**config.mk**
```make
export PLATFORM = sky130hd
export DESIGN_NAME = bsmul_full
export DESIGN_NICKNAME = d
export VERILOG_FILES = /design/src/rtl/bsmul_pkg.sv /design/src/rtl/bs_acc_row.sv /design/src/rtl/bsmul_full.sv
export SDC_FILE = /design/constraint.sdc
export NUM_CORES = 1
export LEC_CHECK = 0
export BUFFER_PORTS_ARGS = -buffer_cell sky130_fd_sc_hd__buf_4
export CAP_MARGIN = 40
export CORE_MARGIN = 2
export CORE_UTILIZATION = 58
export CTS_CLUSTER_DIAMETER = 80
export CTS_CLUSTER_SIZE = 24
export DETAILED_ROUTE_END_ITERATION = 6
export PLACE_DENSITY = 0.88
export SKIP_CTS_REPAIR_TIMING = 1
export SYNTH_ARGS = -nofsm -noshare
export SYNTH_HDL_FRONTEND = slang
export SYNTH_HIERARCHICAL = 1
export SYNTH_SLANG_ARGS = --single-unit
```
**constraint.sdc**
```tcl
create_clock -name clk -period 3.3 [get_ports clk]
set_clock_uncertainty 0.15 [all_clocks]
set_input_delay 0.495 -clock clk [delete_from_list [all_inputs] [get_ports clk]]
set_output_delay 0.495 -clock clk [all_outputs]
set_load 0.02 [all_outputs]
```
**src/rtl/bsmul_pkg.sv**
```systemverilog
// Shared types and constants for the full-width bit-serial multiplier.
package bsmul_pkg;

  typedef enum logic [1:0] {
    IDLE  = 2'd0,
    FEED  = 2'd1,
    FLUSH = 2'd2
  } state_t;

  localparam int DEF_LEN = 5;

  function automatic int cntw(input int len);
    return (len > 1) ? $clog2(len) : 1;
  endfunction

  localparam int CNTW = cntw(DEF_LEN);

endpackage

```
**src/rtl/bs_acc_row.sv**
```systemverilog
// (LEN+1)-bit add-and-shift row: adds b_ext when the serial bit is set, emits the LSB
// and returns the shifted accumulator (arithmetic shift in signed mode).
module bs_acc_row #(
  parameter int LEN = 5
) (
  input  logic           bit_in,
  input  logic [LEN:0]   b_ext,
  input  logic           sgn,
  input  logic           clear,
  input  logic [LEN:0]   acc,
  output logic           lsb,
  output logic [LEN:0]   acc_nxt
);

  logic [LEN:0] sum;

  always_comb begin
    sum     = (clear ? '0 : acc) + (bit_in ? b_ext : '0);
    lsb     = sum[0];
    acc_nxt = {sgn & sum[LEN], sum[LEN:1]};
  end

endmodule

```
**src/rtl/bsmul_full.sv**
```systemverilog
// Bit-serial by parallel multiplier producing the full 2*LEN-bit product LSB-first,
// unsigned or two's-complement per frame, with a ready handshake for back-to-back frames.
//
// state | meaning
// IDLE  | ready; isync starts a frame and consumes a bit 0
// FEED  | consuming a bits 1..LEN-1
// FLUSH | LEN cycles of zero / sign-extension input draining the upper product half
module bsmul_full
  import bsmul_pkg::*;
#(
  parameter int LEN = DEF_LEN
) (
  input  logic           clk,
  input  logic           reset,
  input  logic           a,
  input  logic [LEN-1:0] b,
  input  logic           sgn,
  input  logic           isync,
  output logic           irdy,
  output logic           q,
  output logic           osync,
  output logic           ovalid
);

  localparam int CW = cntw(LEN);
  localparam logic [CW-1:0] LAST = CW'(LEN - 1);
  localparam logic [CW-1:0] ONE  = CW'(1);

  state_t          state;
  logic [CW-1:0]   cnt;
  logic [LEN:0]    acc;
  logic [LEN:0]    b_l;
  logic            sgn_l;
  logic            amsb;

  logic            start;
  logic            row_bit;
  logic            row_sgn;
  logic [LEN:0]    row_b;
  logic            lsb;
  logic [LEN:0]    acc_nxt;

  // On the start cycle b and sgn come straight from the ports; the latches are not yet loaded.
  always_comb begin
    start   = (state == IDLE) && isync;
    row_bit = a;
    row_b   = b_l;
    row_sgn = sgn_l;
    case (state)
      IDLE: begin
        row_b   = {sgn & b[LEN-1], b};
        row_sgn = sgn;
      end
      FLUSH: row_bit = sgn_l & amsb;
      default: ;
    endcase
  end

  bs_acc_row #(.LEN(LEN)) u_row (
    .bit_in  (row_bit),
    .b_ext   (row_b),
    .sgn     (row_sgn),
    .clear   (start),
    .acc     (acc),
    .lsb     (lsb),
    .acc_nxt (acc_nxt)
  );

  always_ff @(posedge clk or posedge reset) begin
    if (reset) begin
      state  <= IDLE;
      cnt    <= '0;
      acc    <= '0;
      b_l    <= '0;
      sgn_l  <= 1'b0;
      amsb   <= 1'b0;
      irdy   <= 1'b1;
      q      <= 1'b0;
      osync  <= 1'b0;
      ovalid <= 1'b0;
    end else begin
      q      <= 1'b0;
      osync  <= 1'b0;
      ovalid <= 1'b0;
      case (state)
        IDLE: begin
          if (isync) begin
            b_l    <= row_b;
            sgn_l  <= sgn;
            acc    <= acc_nxt;
            cnt    <= ONE;
            irdy   <= 1'b0;
            q      <= lsb;
            osync  <= 1'b1;
            ovalid <= 1'b1;
            state  <= (LEN == 1) ? FLUSH : FEED;
          end
        end
        FEED: begin
          acc    <= acc_nxt;
          q      <= lsb;
          ovalid <= 1'b1;
          if (cnt == LAST) begin
            amsb  <= a;
            cnt   <= '0;
            state <= FLUSH;
          end else begin
            cnt <= cnt + ONE;
          end
        end
        FLUSH: begin
          acc    <= acc_nxt;
          q      <= lsb;
          ovalid <= 1'b1;
          if (cnt == LAST) begin
            cnt   <= '0;
            irdy  <= 1'b1;
            state <= IDLE;
          end else begin
            cnt <= cnt + ONE;
          end
        end
        default: begin
          state <= IDLE;
          irdy  <= 1'b1;
        end
      endcase
    end
  end

endmodule

```
Word-level counts from Yosys, hierarchy flattened
Index checks and enable logic that the tools add are counted.

word-level totals
  register bits after elaboration = 23
  input port bits = 10
  output and inout bits = 4
  logic and storage cells = 53

operators by class
  add/subtract/negate cells = 2
  equality and inequality tests = 6
  multiplexer cells = 22
  bitwise gates (word level) = 4
  reduce and logical (&&, ||, !) cells = 9

operator list
  kind                   count
  $mux W6                4
  $pmux W6 S2            1
  $mux W1                7
  $add A6 B6 Y6          1
  $mux W2                3
  $mux W3                2
  $ne A2 B2 Y1 const B   3
  $pmux W2 S3            1
  $pmux W3 S2            1
  $reduce_and A2 Y1      3
  $reduce_and A3 Y1      2
  $pmux W1 S2            2
  $add A3 B1 Y3 const B  1
  $and A1 B1 Y1          3
  $eq A3 B3 Y1 const B   1
  $pmux W1 S3            1
  $eq A2 B1 Y1 const B   1
  $eq A2 B2 Y1 const B   1
  $logic_not A2 Y1       1
  $reduce_bool A2 Y1     1
  $reduce_or A2 Y1       1
  $logic_and A1 B1 Y1    1
  $not A1 Y1             1

Depth between registers and ports, before layout
Gate-level depths: netlist (run 1).

  word-level depth = 7
  depth in mapped cells = 12
  mapped depth without buffers = 11

By module
Netlist (run 1), hierarchy kept.

by module, submodules not included
  module      instances  cells each  area each (um^2)  seq. area each (um^2)
  bsmul_full  1          95          1,204.9           576.8
  bs_acc_row  1          36          286.5             0.0

Least setup slack after synthesis (run 1)
OpenSTA, ideal clock, no wires.

  path type = reg2reg
  start = register state[0]
  end = register acc[3]
  library setup time = 0.125 ns
  arrival = 2.470 ns
  required time = 3.025 ns
  slack = 0.555 ns
  cell stages (with the launch flop) = 13
  buffers on the path = 1
  period minus slack after synthesis = 2.745 ns
  path through = dfrtp_1 -> inv_1 -> ha_1 -> buf_6 -> nand2_2 -> inv_1 -> and2b_2 -> ha_1 -> fa_1 -> a21o_1 -> a21oi_1 -> xnor2_1 -> mux2_4

between the ends
  cells in the longest elaborated chain, start to end = 6
  elaborated cells between the ends (all ways) = 15
  classes of those cells = 1 x add/sub; 3 x eq/ne; 6 x mux; 5 x reduce/logical

RTL lines
  element                  RTL line           RTL
  from (decl)              bsmul_full.sv:29   state_t state;
  from (signal assigned)   bsmul_full.sv:96   state <= (LEN == 1) ? FLUSH : FEED;
  $logic_not A2 Y1 (*)     bsmul_full.sv:45   start = (state == IDLE) && isync;
  $logic_and A1 B1 Y1 (*)  bsmul_full.sv:45
  net start                bsmul_full.sv:36   logic start;
  $mux W6 (*)              bs_acc_row.sv:18   sum = (clear ? '0 : acc) + (bit_in ? b_ext : '0);
  $add A6 B6 Y6 (*)        bs_acc_row.sv:18
  net acc_nxt[3]           bsmul_full.sv:41   logic [LEN:0] acc_nxt;
  $mux W6                  bsmul_full.sv:87   if (isync) begin
  $pmux W6 S2 (*)          bsmul_full.sv:85   case (state)
  to (signal assigned)     bsmul_full.sv:90   acc <= acc_nxt;
  to (signal assigned)     bsmul_full.sv:100  acc <= acc_nxt;
  to (signal assigned)     bsmul_full.sv:112  acc <= acc_nxt;
  to (decl)                bsmul_full.sv:31   logic [LEN:0] acc;

The timed path passes the listed nets; every way through them passes the cells marked *. The select of a mux whose other input is x is not followed.
A chain may end at the register's enable or synchronous reset.

Worst setup path in the final report (run 1)
  start = register state[0]
  end = register acc[3]

between the ends
  cells in the longest elaborated chain, start to end = 6
  elaborated cells between the ends (all ways) = 15
  classes of those cells = 1 x add/sub; 3 x eq/ne; 6 x mux; 5 x reduce/logical

RTL lines
  element               RTL line          RTL
  $logic_not A2 Y1 (*)  bsmul_full.sv:49  case (state)
  $mux W6 (*)           bsmul_full.sv:49
  net row_b[0]          bsmul_full.sv:39  logic [LEN:0] row_b;
  $mux W6 (*)           bs_acc_row.sv:18
  $add A6 B6 Y6 (*)     bs_acc_row.sv:18
  net acc_nxt[3]        bsmul_full.sv:41
  $mux W6               bsmul_full.sv:87
  $pmux W6 S2 (*)       bsmul_full.sv:85

Marked as above.

==> reports/metrics.yaml, run 1 <==
status: "complete, no violations"
dieWidth_um: 54.71
dpl_cell_area_um2: 1639
clk_path_buf_depth: 2
dieArea_um2: 2993
drive_gt1_share_pct: 34.23
clock_latency_ps: 300
post-dp-hpwl_um: 2140
dpl.cell_count: 174
syn-num-nets: 154
place.gp.congestion: 0.8273
whs_path_depth: 2
slew_violations: 0
total_leakage_power_uw: 0.0008537
r2r_slack_ps: 200
io_buffers: 13
stdcell_count: 179
cts_sinks: 23
avgSynthCellArea_um2: 11.38
finalNetCount: 173
synthFlopType: "dfrtp_1"
routed_via_density: 5.425
num_vias: 971
syn_area_um2: 1491
final_cell_mix: "dfrtp_1, buf_4, mux2_2, inv_1, ha_1"
firstDrtPassIters: 4
period_minus_slack_ps: 3103
first_iter_violations: 8
start_util_pct: 60.75
diodes: 0
cts_buffers: 3
synthSimpleGateAreaFrac_pct: 15.35
yosysUniqueCellTypes: 34
grt_max_degree: 19
drcViolationCount: 0
routedWlPerCell_um: 15.10
slew_headroom_pct: 57.14
max_freq_ghz: 0.3223
area_growth_pct: 12.33
cts_max_level: 1
final_cell_area_um2: 1675
async_flop_share_pct: 100.0
antenna_found_initial: 0
yosys-mux-area-fraction_pct: 18.46
ant_nets: 0
cp.required_ps: 3360
rsz0062_at_grt: "false"
cts_tree: "built"
core-area_um2: 2455
overflow: 0
arrival_ps: 3160
fp.dieH_um: 54.71
setup_violations: 0
ys_ff_latch: 23
synth_fa_ha_area_share_pct: 11.41
tns_ps: 0
wl_um: 2703
yosysSeqAreaShare_pct: 38.67
synthCells: 131
grt_pass1_wl_um: 4540
power_per_cell_area_nw_per_um2: 968.5
grtUsageTotal_pct: 21.86
path_clk_slew_ps: 130
yosys_warnings: 6
rows: 18
grt_pass1_vias: 1001
synth_compound_area_share_pct: 8.641
ff2ff_path_depth: 10
max_cap_viol_count: 0
synth_top_family_by_area: "multiplexers"
io_pins: 14
final_common_cell: "dfrtp_1"
start_kind: "register"
hold_class: "in -> reg"
synth-edff-count: 0
critical_path_class: "reg -> reg"
synth-xor-area-share_pct: 2.936
cp-end-kind: "register"
root_buffer: "clkbuf_4"
path_max_fanout: 8
period_share_pct: 94.02
worst_slew_pin_slew_ps: 636.2
final_hold_viol_count: 0
ir_drop_v: 0.0006779
[flip-flops by register name, summed over array words and instances, names as in the netlist, 2 cells and up]
signal	count
b_l	6
acc	6
state	2
cnt	3
[final cells by class]
type / count / area, µm²
Multi-Input combinational cell: 94 / 847.1
Inverter: 12 / 45.04
Timing Repair Buffer: 16 / 142.6
Fill cell: 166 / 779.5
Sequential cell: 23 / 576.8
Tap cell: 30 / 37.54
Clock buffer: 4 / 26.28
[metal layers]
| layer | vias up | wire [µm] | global-route usage, % |
|---|---|---|---|
| met5 | - | 0 | 0 |
| met4 | 0 | 35 | 11.25 |
| met3 | 4 | 92 | 2.732 |
| met2 | 17 | 1327 | 34.52 |
| met1 | 466 | 1248 | 29.17 |
| li1 | 484 | - | - |
[power by group]
group	internal (µW)	total (µW)	switching (µW)
Sequential	424	501	76.8
Combinational	531	993	462
Clock	47.1	128	81.2
[Yosys cell counts (all sizes together), types with 2 or more instances]
library cell	number	area share, %
a21o	2	1.0
xnor2	3	1.8
nor3b	2	1.0
nand3	5	1.7
nand2	5	1.4
buf	2	1.5
mux2i	2	1.3
and2	6	2.6
inv	12	3.0
nor2	3	1.8
ha	12	10
mux2	20	17
nor2b	2	1.5
o21ai	8	2.9
xor2	2	1.2
dfrtp	22	37
and2b	5	2.9
a21oi	9	3.0
[worst max-delay path, stage by stage, from the launching register on]
cell	delay (ps)
dfrtp_1	440
inv_1	130
ha_1	370
mux2_2	390
and2_1	160
ha_1	200
fa_1	420
a21o_1	190
a21oi_1	200
xnor2_1	100
mux2_4	260
[stage by stage]
step                      util [%]  hold WS, ps  power (µW)  setup slack, ps
after floorplan                  -        298.5        1296            555.2
after global placement       65.65        318.4        1419            417.3
after detailed placement     66.77        325.8        1496            254.2
after CTS                    67.84       -16.46        1629            198.0
after global routing         68.25        290.7        1750            44.76
final                        68.25        301.9        1623            197.2
[worst paths after layout]
kind                          start  endpoint
min in group asynchronous     reset      amsb
max in group asynchronous     reset  state[1]
setup reg to reg           state[0]    acc[3]
hold / removal                  sgn     sgn_l
hold reg to reg                amsb      amsb
setup / recovery           state[0]    acc[3]
[kinds of logic (layout without fill, tap and decap cells)]
kind of cell / after synthesis / count (layout)
buffers and inverters: 14 / 32
xor gates and xnor gates: 5 / 5
muxes: 22 / 22
and+or+nand+nor: 32 / 32
adders and majority gates: 13 / 13
AOI/OAI and AO/OA: 22 / 22
DFF: 23 / 23
Power figures use the tool's default switching activity.
==> run 2, diff against run 1 <==
==> constraint.sdc (replaced) <==
create_clock -name clk -period 3.3 [get_ports clk]
set_clock_uncertainty 0.15 [all_clocks]
set_input_delay 0.66 -clock clk [delete_from_list [all_inputs] [get_ports clk]]
set_output_delay 0.66 -clock clk [all_outputs]
set_load 0.02 [all_outputs]
==> run 2 against run 1 <==
Fmax grew 1.2%. Register-to-register slack better by 40 ps. Global-route usage decreased by 1.3 points. Die area stayed put. Power down 1.2%. Sequential share of layout area is 0.21 points higher. Via count decreased by 2.0%. Worst hold slack worse by 140 ps. Final area down 0.60%. Clock power down 3%. Critical path depth is the same. Cell count down 0.56%. Critical endpoint unchanged. Largest cell class unchanged.
==> reports/metrics.yaml, run 2 (synthesis gave the netlist of run 1 again) <==
status: "complete, no violations"
clock_latency_ps: 300
cp.required_ps: 3350
hold_ws_ps: 164.1
grtUsageTotal_pct: 20.59
arrival_ps: 3110
path_clk_slew_ps: 120
p_total_uw: 1604
overflow: 0
final_common_cell: "dfrtp_1"
period_minus_slack_ps: 3065
dieArea_um2: 2993
root_buffer: "clkbuf_4"
setup_violations: 0
num_vias: 952
antenna_found_initial: 0
slew_headroom_pct: 62.71
worstReg2RegEnd: "acc[3]"
p_comb_share_pct: 60.8
reg.largest.list: "acc: 6 flops, b_l: 6 flops, cnt: 3 flops"
tns_ps: 0
ff2ff_path_depth: 10
rows: 18
setup_slack_ps: 235.1
place.gp.congestion: 0.8224
rsz0062_at_grt: "false"
cts_buffers: 3
power_frac_seq_pct: 31.4
firstDrtPassIters: 4
post-dp-hpwl_um: 2086
p_switching_uw: 602.0
finalNetCount: 172
ant_nets: 0
final_cell_mix: "dfrtp_1, buf_4, mux2_2, inv_1, ha_1"
area_growth_pct: 11.66
stdcell_count: 178
crit_chain: "inv_1, ha_1, mux2_2, and2_1, ha_1, fa_1, a21o_1, a21oi_1, xnor2_1, mux2_4"
drive_gt1_share_pct: 34.46
power_per_cell_area_nw_per_um2: 963.0
slew_violations: 0
max_freq_ghz: 0.3263
io_buffers: 13
grt_pass1_wl_um: 4340
fp.dieH_um: 54.71
dieWidth_um: 54.71
diodes: 0
cp-end-kind: "register"
p_clk_share_pct: 7.7
cts_tree: "built"
critical_path_class: "reg -> reg"
final_hold_viol_count: 0
start_kind: "register"
routed_via_density: 5.348
first_iter_violations: 13
dpl.cell_count: 174
period_share_pct: 92.87
post-place-ws_ps: 257.9
path_max_fanout: 8
clk_path_buf_depth: 2
total_leakage_power_uw: 0.0008495
r2r_slack_ps: 240
max_cap_viol_count: 0
start_util_pct: 60.75
cpPeakStageDelay_ps: 440
worst_slew_pin_slew_ps: 553.5
grt_max_degree: 18
io_pins: 14
drcViolationCount: 0
grt_pass1_vias: 987
cts_sinks: 23
p_int_uw: 1002
cp_slowest_cell: "dfrtp_1"
hold_class: "in -> async"
core-area_um2: 2455
switching_share_pct: 37.54
ir_drop_v: 0.0006335
crit_path_frequent_cell: "ha_1"
r2r-start: "state[0]"
cts_max_level: 1
routedWlPerCell_um: 14.28
wl_um: 2542
## run 2: changes by cell type in the layout (fill, tap and decap cells not counted)
cell	delta
dlygate4sd3_1	-1
## run 2: worst max-delay path by stage
stage	from	to	slack [ps]	depth (start not counted)
global route	state[0]	acc[3]	60	10
detailed placement	state[0]	acc[3]	260	10
floorplan	state[0]	acc[3]	560	12
CTS	state[0]	acc[3]	260	10
finish	state[0]	acc[3]	240	10
global placement	state[0]	acc[3]	390	10
## run 2: routing by layer
| metal | part of all wire (%) | track usage [%] |
|---|---|---|
| met2 | 49 | 33.73 |
| met4 | 0.55 | 8.750 |
| met5 | 0 | 0 |
| met3 | 4.3 | 3.279 |
| met1 | 46 | 26.80 |
## run 2: layout make-up
class | instances | area (µm²)
Tap cell | 30 | 37.54
Inverter | 12 | 45.04
Timing Repair Buffer | 15 | 132.6
Sequential cell | 23 | 576.8
Clock buffer | 4 | 26.28
Multi-Input combinational cell | 94 | 847.1
Fill cell | 181 | 789.5
## run 2: through the flow
| stage | utilization (%) | cell area (µm²) |
|---|---|---|
| floorplan | - | 1491 |
| global placement | 65.65 | 1612 |
| detailed placement | 66.77 | 1639 |
| CTS | 67.84 | 1665 |
| global route | 67.84 | 1665 |
| finish | 67.84 | 1665 |
## run 2: worst max-delay path: cells and delay by family, from the launching register on
family	cells	cell delay (ps)
DFF	1	440
xor gates and xnor gates	1	80
adders and majority gates	3	1000
AOI/OAI and AO/OA	2	350
and+or+nand+nor	1	170
buffers and inverters	1	130
muxes	2	640
## run 2: power groups by stage
stage	sequential [µW]	clock, µW	combinational (µW)
after detailed placement	506	0	980
after CTS	503	128	979
after floorplan	511	0	786
after global placement	499	0	920
final	504	124	976
after global routing	521	141	1070
==> run 3, diff against run 2 <==
Settings changed: CORE_MARGIN 2 to 8, PLACE_DENSITY 0.88 to 0.89, SYNTH_HIERARCHICAL 1 to unset.
==> run 3 against run 2 <==
Area after synthesis decreased by 5.7%. Via count increased by 17%. Combinational power decreased by 19%. Sequential share of layout area increased by 2.2 points. Critical path type unchanged. Largest cell class unchanged. Largest power group unchanged.
==> reports/metrics.yaml, run 3 <==
status: "complete, no violations"
p_clk_share_pct: 9.5
avgSynthCellArea_um2: 9.974
diodes: 0
post-dp-hpwl_um: 2319
ys_ff_latch: 23
p_comb_share_pct: 55.4
cts_max_level: 1
p_switching_uw: 611.7
ir_drop_v: 0.0006401
final_hold_viol_count: 0
synth_area_leaders: "dfrtp_1, ha_1, mux2_2"
drcViolationCount: 0
slew_violations: 0
ys_top_cells_by_count: "dfrtp_1, nand2_1, ha_1, nor2_1, o21ai_0"
io_buffers: 13
synth_area_leader_cell: "dfrtp_1"
rsz0062_at_grt: "false"
worstReg2RegEnd: "acc[3]"
dpl.cell_count: 182
r2r_slack_ps: 360
finalNetCount: 180
routed_via_density: 5.995
synth_top_area_share_pct: 39.15
arrival_ps: 2990
final_common_cell: "dfrtp_1"
p_int_uw: 817.2
first_iter_violations: 56
area_growth_pct: 11.21
cts_buffers: 3
hold_class: "in -> async"
grt_pass1_vias: 1205
ant_nets: 0
clk_path_buf_depth: 2
dieWidth_um: 65.24
path_max_fanout: 6
yosys_warnings: 0
critical_path_class: "reg -> reg"
cts_sinks: 23
routedWlPerCell_um: 15.97
power_per_cell_area_nw_per_um2: 913.6
start_kind: "register"
slew_headroom_pct: 65.52
firstDrtPassIters: 4
max_freq_ghz: 0.3401
root_buffer: "clkbuf_4"
drive_gt1_share_pct: 18.59
io_pins: 14
setup_slack_ps: 359.4
final_cell_mix: "dfrtp_1, nand2_1, buf_4"
path_clk_slew_ps: 130
yosysSeqAreaShare_pct: 41.01
nFillCells: 196
total_leakage_power_uw: 0.0007500
grt_max_degree: 16
setup_violations: 0
tns_ps: 0
start_util_pct: 58.91
cts_tree: "built"
grtUsageTotal_pct: 15.05
reg.largest.list: "acc: 6 flops, b_l: 6 flops, cnt: 3 flops"
post-route-util_pct: 65.51
dieArea_um2: 4256
post-synth-top-count-cell: "dfrtp_1"
syn-num-nets: 164
post-place-ws_ps: 415.3
synthCells: 141
r2r-start: "state[0]"
core-area_um2: 2387
switching_share_pct: 42.81
async_flop_share_pct: 100.0
grt_pass1_wl_um: 5071
fp.dieH_um: 65.24
power_frac_seq_pct: 35.1
antenna_found_initial: 0
stdcell_count: 186
wl_um: 2971
yosysUniqueCellTypes: 37
overflow: 0
clock_latency_ps: 320
period_share_pct: 89.11
worst_slew_pin_slew_ps: 516.6
rows: 18
place.gp.congestion: 0.8397
synth-edff-count: 0
max_cap_viol_count: 0
period_minus_slack_ps: 2941
synthFlopType: "dfrtp_1"
ff2ff_path_depth: 11
cp-end-kind: "register"
num_vias: 1115
cp.required_ps: 3350
syn_area_um2: 1406
run 3: through the flow:
step	instance area [µm²]	hold slack (ps)	total power, µW
3_3_place_gp	1523	304.4	1236
5_1_grt	1564	235.0	1543
2_1_floorplan	1406	287.4	1092
6_report	1564	201.6	1429
3_5_place_dp	1538	310.2	1294
4_1_cts	1564	219.7	1432
run 3: worst max-delay path, cell delays in order, from the launching register on:
cell      delay (ps)
dfrtp_1          420
inv_1            140
ha_1             230
nand2b_2         170
and2_1           280
nor2_1           100
ha_1             250
fa_1             420
a21o_1           170
a21oi_1          200
xor2_1           170
o21ai_0          100
run 3: area by class of cell:
class | count | area [µm²] | area share (%)
multi-input cells | 107 | 780.7 | 49.92
flip-flops and latches | 23 | 576.8 | 36.88
repair buffers | 14 | 112.6 | 7.200
well taps | 30 | 37.54 | 2.400
inverters | 8 | 30.03 | 1.920
clock buffers | 4 | 26.28 | 1.680
run 3: worst max-delay path by stage:
stage               depth (start not counted)     start     end  slack, ps
global route                               11  state[0]  acc[5]        200
global placement                           10  state[0]  acc[3]        590
detailed placement                         11  state[0]  acc[3]        420
CTS                                        11  state[0]  acc[3]        390
floorplan                                  11  state[0]  acc[3]        620
finish                                     11  state[0]  acc[3]        360
run 3: cells by family (layout without fill, tap and decap cells):
family / count (synthesis) / after routing / synth area share [%]
simple gates: 45 / 45 / 15.57
compound gates: 33 / 33 / 16.10
flops: 23 / 23 / 41.01
fa+ha+maj: 13 / 13 / 12.10
mux: 13 / 13 / 9.876
buf+inv: 11 / 26 / 3.470
xor+xnor: 3 / 3 / 1.869
run 3: per-layer routing:
layer  up-vias  share of wire [%]  GRT usage [%]
li1        528                  -              -
met1       550                 39          14.56
met2        29                 53          27.80
met3         8                5.7          5.442
met4         0                2.1          6.812
met5         -                  0              0
run 3: power groups by stage:
stage / Clock [µW] / Sequential (µW) / Combinational [µW]
after floorplan: 0 / 511 / 581
after global placement: 0 / 497 / 739
after detailed placement: 0 / 506 / 788
after CTS: 137 / 500 / 795
after global routing: 142 / 517 / 883
final: 135 / 501 / 792
